[config.mk]
export PLATFORM = sky130hd
export DESIGN_NAME = hazard_ctrl
export DESIGN_NICKNAME = d
export VERILOG_FILES = /design/src/rtl/hazard_ctrl.sv
export SDC_FILE = /design/constraint.sdc
export NUM_CORES = 1
export LEC_CHECK = 0
export ABC_AREA = 1
export CAP_MARGIN = 20
export CORE_MARGIN = 5
export CORE_UTILIZATION = 50
export DETAILED_ROUTE_END_ITERATION = 10
export PLACE_DENSITY = 0.91
export SLEW_MARGIN = 30
export SYNTH_ARGS = -nofsm -noshare
export SYNTH_HDL_FRONTEND = slang
export SYNTH_SLANG_ARGS = --single-unit
export TNS_END_PERCENT = 30
[constraint.sdc]
create_clock -name clk -period 2.4 [get_ports clk]
set_input_delay 0.48 -clock clk [delete_from_list [all_inputs] [get_ports clk]]
set_output_delay 0.48 -clock clk [all_outputs]
set_load 0.02 [all_outputs]
[src/rtl/hazard_ctrl.sv]
// hazard_ctrl: pipeline hazard detection unit for a 5-stage pipeline with
// branches resolved in ID. It decodes memory-wait, load-use and branch-operand
// hazards into stall, bubble, hold and flush controls. It also keeps
// saturating stall and flush counters and a sticky watchdog for long stalls.
module hazard_ctrl #(
   parameter int CNT_W     = 16,
   parameter int MAX_STALL = 8
) (
   input  logic             clk,
   input  logic             rst_n,
   input  logic [4:0]       id_rs,
   input  logic [4:0]       id_rt,
   input  logic             id_uses_rt,
   input  logic             id_is_branch,
   input  logic             branch_taken,
   input  logic             idex_memread,
   input  logic             idex_regwrite,
   input  logic [4:0]       idex_rd,
   input  logic [4:0]       idex_rt,
   input  logic             exmem_memread,
   input  logic [4:0]       exmem_rd,
   input  logic             mem_busy,
   output logic             pc_write,
   output logic             ifid_stall,
   output logic             ifid_flush,
   output logic             idex_bubble,
   output logic             pipe_hold,
   output logic [CNT_W-1:0] stall_cnt,
   output logic [CNT_W-1:0] flush_cnt,
   output logic             hazard_err
);

   localparam int RL_W = $clog2(MAX_STALL + 1);
   localparam logic [RL_W-1:0] MAX_RL = RL_W'(MAX_STALL);

   typedef enum logic [1:0] {RUN, STALL, MEMWAIT} state_t;

   state_t          state;
   state_t          next_state;
   logic [RL_W-1:0] run_len;
   logic [RL_W-1:0] run_len_nxt;
   logic            memw;
   logic            lu;
   logic            brh;

   // A producer register matches the ID instruction when it is a real register
   // (r0 never carries a dependency) and it feeds rs, or rt when rt is read.
   function automatic logic match(input logic [4:0] r,
                                  input logic [4:0] rs,
                                  input logic [4:0] rt,
                                  input logic       uses_rt);
      return (r != 5'd0) && ((r == rs) || (uses_rt && (r == rt)));
   endfunction

   assign memw = mem_busy;
   assign lu   = idex_memread && match(idex_rt, id_rs, id_rt, id_uses_rt);
   assign brh  = id_is_branch &&
                 ((idex_regwrite && match(idex_rd, id_rs, id_rt, id_uses_rt)) ||
                  (exmem_memread && match(exmem_rd, id_rs, id_rt, id_uses_rt)));

   // Prioritised hazard decode: pipeline controls and next FSM state
   always_comb begin
      // NOTE: every output gets a default before any branch so no path infers a latch.
      next_state  = RUN;
      pc_write    = 1'b1;
      ifid_stall  = 1'b0;
      ifid_flush  = 1'b0;
      idex_bubble = 1'b0;
      pipe_hold   = 1'b0;
      if (!rst_n) begin
         // While in reset, keep the PC still and squash whatever sits in IF/ID.
         pc_write   = 1'b0;
         ifid_flush = 1'b1;
      end else if (memw) begin
         next_state = MEMWAIT;
         pc_write   = 1'b0;
         ifid_stall = 1'b1;
         pipe_hold  = 1'b1;
      end else if (lu || brh) begin
         next_state  = STALL;
         pc_write    = 1'b0;
         ifid_stall  = 1'b1;
         idex_bubble = 1'b1;
      end else if (id_is_branch && branch_taken) begin
         ifid_flush = 1'b1;
      end
   end

   // Length of the current stall episode, which counts from 1 when it leaves RUN
   // and saturates at the watchdog limit.
   always_comb begin
      run_len_nxt = '0;
      if (next_state != RUN) begin
         if (state == RUN)
            run_len_nxt = RL_W'(1);
         else if (run_len == MAX_RL)
            run_len_nxt = run_len;
         else
            run_len_nxt = run_len + RL_W'(1);
      end
   end

   // State, stall-run length, sticky watchdog and saturating performance counters
   always_ff @(posedge clk or negedge rst_n) begin
      // NOTE: registers use non-blocking assignments, and the async reset sits in
      // the sensitivity list so clearing does not wait for a clock edge.
      if (!rst_n) begin
         state      <= RUN;
         run_len    <= '0;
         hazard_err <= 1'b0;
         stall_cnt  <= '0;
         flush_cnt  <= '0;
      end else begin
         state   <= next_state;
         run_len <= run_len_nxt;
         if (run_len_nxt == MAX_RL)
            hazard_err <= 1'b1;
         if (ifid_stall && (stall_cnt != '1))
            stall_cnt <= stall_cnt + 1'b1;
         if (ifid_flush && (flush_cnt != '1))
            flush_cnt <= flush_cnt + 1'b1;
      end
   end

endmodule

Word level (Yosys, flattened, before mapping)
Cells that the tools add are included.
{"block": "word_totals", "ff_bits": 39, "latchBits": 0, "mem_bits_rw": 0, "rom_bits": 0, "input_bits": 34, "output_inout_bits": 38, "wordCells": 61, "n_memories": 0}
{"block": "classes", "n_addsub": 3, "multipliers": 0, "n_div": 0, "magnitude_cmp": 0, "eq_ne": 10, "shift": 0, "muxes": 20, "bitwise": 0, "reduce_logical": 23}
{"operator": "16-bit by 1-bit adder with 16-bit output (second input constant)", "count": 2}
{"operator": "16-bit inequality test (second input constant)", "count": 2}
{"operator": "5-bit == test", "count": 6}
{"operator": "1-bit 2-to-1 mux", "count": 15}
{"operator": "5-bit nonzero test", "count": 3}
{"operator": "1-bit logical AND", "count": 13}
{"operator": "4-bit 2-to-1 mux", "count": 3}
{"operator": "4-bit == test (second input constant)", "count": 2}
{"operator": "1-bit logical OR", "count": 5}
{"operator": "4-bit by 1-bit adder with 4-bit output (second input constant)", "count": 1}
{"operator": "2-bit 2-to-1 mux", "count": 2}
{"operator": "2-bit zero test", "count": 1}
{"operator": "2-bit nonzero test", "count": 1}

Depth between registers and ports, before layout
{"block": "depth", "depth_word": 14, "ltp_mapped": 16, "ltp_nobuf": 15}

Least setup slack after synthesis
Ideal clock, no wire load.
{"block": "synth_timing", "path_kind": "in2out", "start": "input port idex_rd[3]", "end": "output port pc_write", "arrival_time_ns": 1.567, "required_ns": 1.920, "setup_slack_ns": 0.353, "cell_stages": 9, "path_buffers": 0, "path_cell_list": "inv_1 -> nand4_1 -> o21ai_0 -> inv_1 -> nand2_1 -> nand2_1 -> nand2_2 -> nand2_2 -> nor3b_1"}
{"block": "synth_between", "elab_chain_cells": 11, "word_cells_on_any_way": 13, "classes_between": "eq/ne: 2; mux: 3; reduce/logical: 8"}
{"element": "start, declared", "line_no": "18", "rtl": "input logic [4:0] idex_rd,"}
{"element": "5-bit == test", "line_no": "52", "rtl": "return (r != 5'd0) && ((r == rs) || (uses_rt && (r == rt)));"}
{"element": "1-bit logical AND", "line_no": "52"}
{"element": "1-bit logical OR", "line_no": "52"}
{"element": "1-bit logical AND (*)", "line_no": "52"}
{"element": "1-bit logical AND (*)", "line_no": "58", "rtl": "((idex_regwrite && match(idex_rd, id_rs, id_rt, id_uses_rt)) ||"}
{"element": "1-bit logical OR (*)", "line_no": "58"}
{"element": "1-bit logical AND (*)", "line_no": "57", "rtl": "assign brh = id_is_branch &&"}
{"element": "1-bit logical OR (*)", "line_no": "79", "rtl": "end else if (lu || brh) begin"}
{"element": "1-bit 2-to-1 mux (*)", "line_no": "79"}
{"element": "1-bit 2-to-1 mux (*)", "line_no": "74", "rtl": "end else if (memw) begin"}
{"element": "1-bit 2-to-1 mux (*)", "line_no": "70", "rtl": "if (!rst_n) begin"}
{"element": "end, declared", "line_no": "23", "rtl": "output logic pc_write,"}
Mark *: on every way between the ends. The rest lies on a longest branch, timed or not.

Worst setup path after layout
{"block": "layout_timing", "start": "input port id_rs[1]", "end": "output port idex_bubble"}
{"block": "layout_between", "elab_chain_cells": 10, "word_cells_on_any_way": 18, "classes_between": "eq/ne: 3; mux: 3; reduce/logical: 12"}
{"element": "start, declared", "line_no": "11", "rtl": "input logic [4:0] id_rs,"}
{"element": "5-bit == test", "line_no": "52"}
{"element": "1-bit logical OR", "line_no": "52"}
{"element": "1-bit logical AND", "line_no": "52"}
{"element": "1-bit logical AND, on equally long branches", "line_no": "58, 59"}
{"element": "1-bit logical OR", "line_no": "58"}
{"element": "1-bit logical AND", "line_no": "57"}
{"element": "1-bit logical OR (*)", "line_no": "79"}
{"element": "1-bit 2-to-1 mux (*)", "line_no": "79"}
{"element": "1-bit 2-to-1 mux (*)", "line_no": "74"}
{"element": "1-bit 2-to-1 mux (*)", "line_no": "70"}
{"element": "end, declared", "line_no": "26", "rtl": "output logic idex_bubble,"}
Marks and branches as above.

==> results.toml <==
[status]
status = "finished, final reports clean"

[drt]
drc = 0
avgRoutedWirePerCell_microns = 13.8
vias = 3041
drt_first_pass_iters = 4
drt_iter0_drc = 143
routed_wl_microns = 8060
antenna_left = 0
via_per_inst = 5.23

[worst_setup_path]
r2r_cells = 9
path_class = "in2out"
setup.worst_path.end_class = "primary output"
path_max_fanout = 4
crit_arrival_ns = 1.85
required_ns = 1.92
critPathLaunchType = "input port"

[global_route]
grtUsageMet3 = 0.0570
grt_pass1_wl_microns = 13700
grtUsageTotal = 0.227
grt_overflow = 0
grt_util_met1 = 0.279
grt_max_degree = 40
antenna_found_initial = 0
first_global_vias = 2997
met2_usage = 0.396
grt.busiest_layer = "met2"

[clocking]
clock_sink_count = 39
clockBufferDepth = 2
insertion_delay_ns = 0.30
h-tree-depth = 2
cts_setup_buffers = 0
numCtsBuffers = 5
cts_tree = "built"
clkSlewWorstSetupHoldPaths_ns = 0.08
ctsRootBufferMaster = "clkbuf_8"

[cells_and_area]
antenna_cells_inserted = 0
nets = 547
final_cells = 582
syn_to_final_growth_pct = 30.6
drive_gt1_frac = 0.149

[yosys]
syn_inst = 426
ys_async_sr_fraction = 1.00
synth_area_leaders = "dfrtp_1 (34%), nand2_1 (20%), nand3_1 (7.9%), xor2_1 (6.6%), inv_1 (5.9%)"
synth.most_common_cell = "nand2_1"
synth_common_cells = "nand2_1 (158), inv_1 (46), nand3_1 (46)"
syn-num-nets = 464
ys.flop_type = "dfrtp_1"
netlist.area_leader.share = 0.335
ys_warn_count = 0
synth-seq-cells = 39
syn_avg_cell_area_sq_um = 6.84
yosysTopAreaCell = "dfrtp_1"
netlist_area_sq_mm = 0.00291
synth_edf_count = 0
seq_area_frac_synth = 0.335
yosysUniqueCellTypes = 30

[place]
place_hpwl_microns = 6200
place_inst = 574
gp_congestion = 1.05
port_buffers = 71

[timing]
max_freq_mhz = 429
min_period_ns = 2.33
worstMarginPinSlew_ns = 0.495
fin_crit_sh = 0.971
hold_viol = 0
slew_violations = 0
setup_violations = 0
maxSlewHeadroom = 0.670
holdWs_ns = 0.355
fin_skew_ns = 0.00305

[floorplan]
num_rows = 27
coreArea_sq_mm = 0.00557
dieArea_sq_mm = 0.00745
die_h_microns = 86.3
ios = 72
die_w_microns = 86.3
floorplan.initialDensity = 0.523

[power]
p_total_uw = 1940
power_density_mw_per_mm2 = 510
ir_drop_v = 0.000504
leakage_uw = 0.00203

[job]
max_cap_violations = 0

[hold_path]
min_path_type = "in2async"
==> cell type report <==
cell class,instances,area [sq um]
Clock buffer,5,68.8
Clock inverter,3,20.0
Fill cell,475,1770
Inverter,51,191
Multi-Input combinational cell,329,1710
Sequential cell,39,976
Tap cell,72,90.1
Timing Repair Buffer,83,748
==> final timing paths <==
path | startpoint | to | slack (ns)
setup reg to reg | stall_cnt[0] | stall_cnt[13] | 0.32
setup / recovery | id_rs[1] | idex_bubble | 0.07
hold reg to reg | hazard_err | hazard_err | 0.47
hold / removal | rst_n | hazard_err | 0.36
min in group clk | hazard_err | hazard_err | 0.47
max in group asynchronous | rst_n | flush_cnt[12] | 1.70
==> timing repair <==
action	in CTS	in global routing
resized for setup	55	41
gates cloned	0	0
pin swaps	2	8
hold buffers	0	0
setup endpoints to repair	4	6
==> sequential cells by signal, summed over array words and instances (netlist names) <==
register    count
flush_cnt      16
stall_cnt      16
run_len         4
state           2
hazard_err      1
==> power breakdown <==
part / internal, uW / switching, uW
sequential: 730 / 115
combinational: 293 / 355
clock: 202 / 244
==> kinds of logic (layout without fill, tap and decap cells) <==
group / count (synthesis) / in the layout / share of synthesized area
buffers and inverters: 58 / 142 / 0.0932
DFF: 39 / 39 / 0.335
AOI/OAI and AO/OA: 15 / 15 / 0.0288
adders and majority gates: 4 / 4 / 0.0172
xor gates and xnor gates: 33 / 33 / 0.0992
and+or+nand+nor: 277 / 277 / 0.427
==> metal layers <==
| layer | part of all wire | vias to the layer above |
|---|---|---|
| li1 | - | 1502 |
| met1 | 0.42 | 1434 |
| met4 | 0.012 | 0 |
| met5 | 0 | - |
| met2 | 0.51 | 94 |
| met3 | 0.059 | 11 |
==> layout by cell type (no fill, tap or decap), types with 2 or more instances in the layout <==
master and instances:
inv_1 38, clkdlybuf4s50_1 39, nand3_2 4, dlymetal6s2s_1 5, xor2_1 22, nor2_1 33
buf_4 15, nand4_2 2, nand2_4 6, xnor2_1 11, nor4_1 3, a21oi_1 4
nand3_1 45, dlygate4sd2_1 7, clkdlybuf4s15_1 6, dfrtp_1 39, ha_1 4, nand2_1 156
nor3_1 6, nand2_2 4, clkbuf_8 5, o22ai_1 3, nand4_1 6, inv_2 13
nor2_2 7, o21ai_0 3, clkinvlp_4 2, clkbuf_2 9
==> worst max-delay path, stage by stage <==
cell and delay (ns):
dlygate4sd2_1 0.27, inv_2 0.08, buf_4 0.09, nand2_1 0.04, a21oi_1 0.19, nand3_1 0.11
nand2_1 0.11, nand2_2 0.08, nand2_4 0.08, nand2_4 0.07, nor2_4 0.11, buf_6 0.13
==> through the flow <==
step           instance area (sq um)  utilization  setup slack (ns)  TNS [ns]
6_report                        3800        0.683            0.0686         0
5_1_grt                         3800        0.683           -0.0620    -0.121
4_1_cts                         3790        0.681           -0.0689    -0.157
3_5_place_dp                    3720        0.667            -0.757     -8.13
3_3_place_gp                    3720        0.667            -0.696     -6.49
2_1_floorplan                   2910            -             0.353         0
Power figures use the tool's default switching activity.
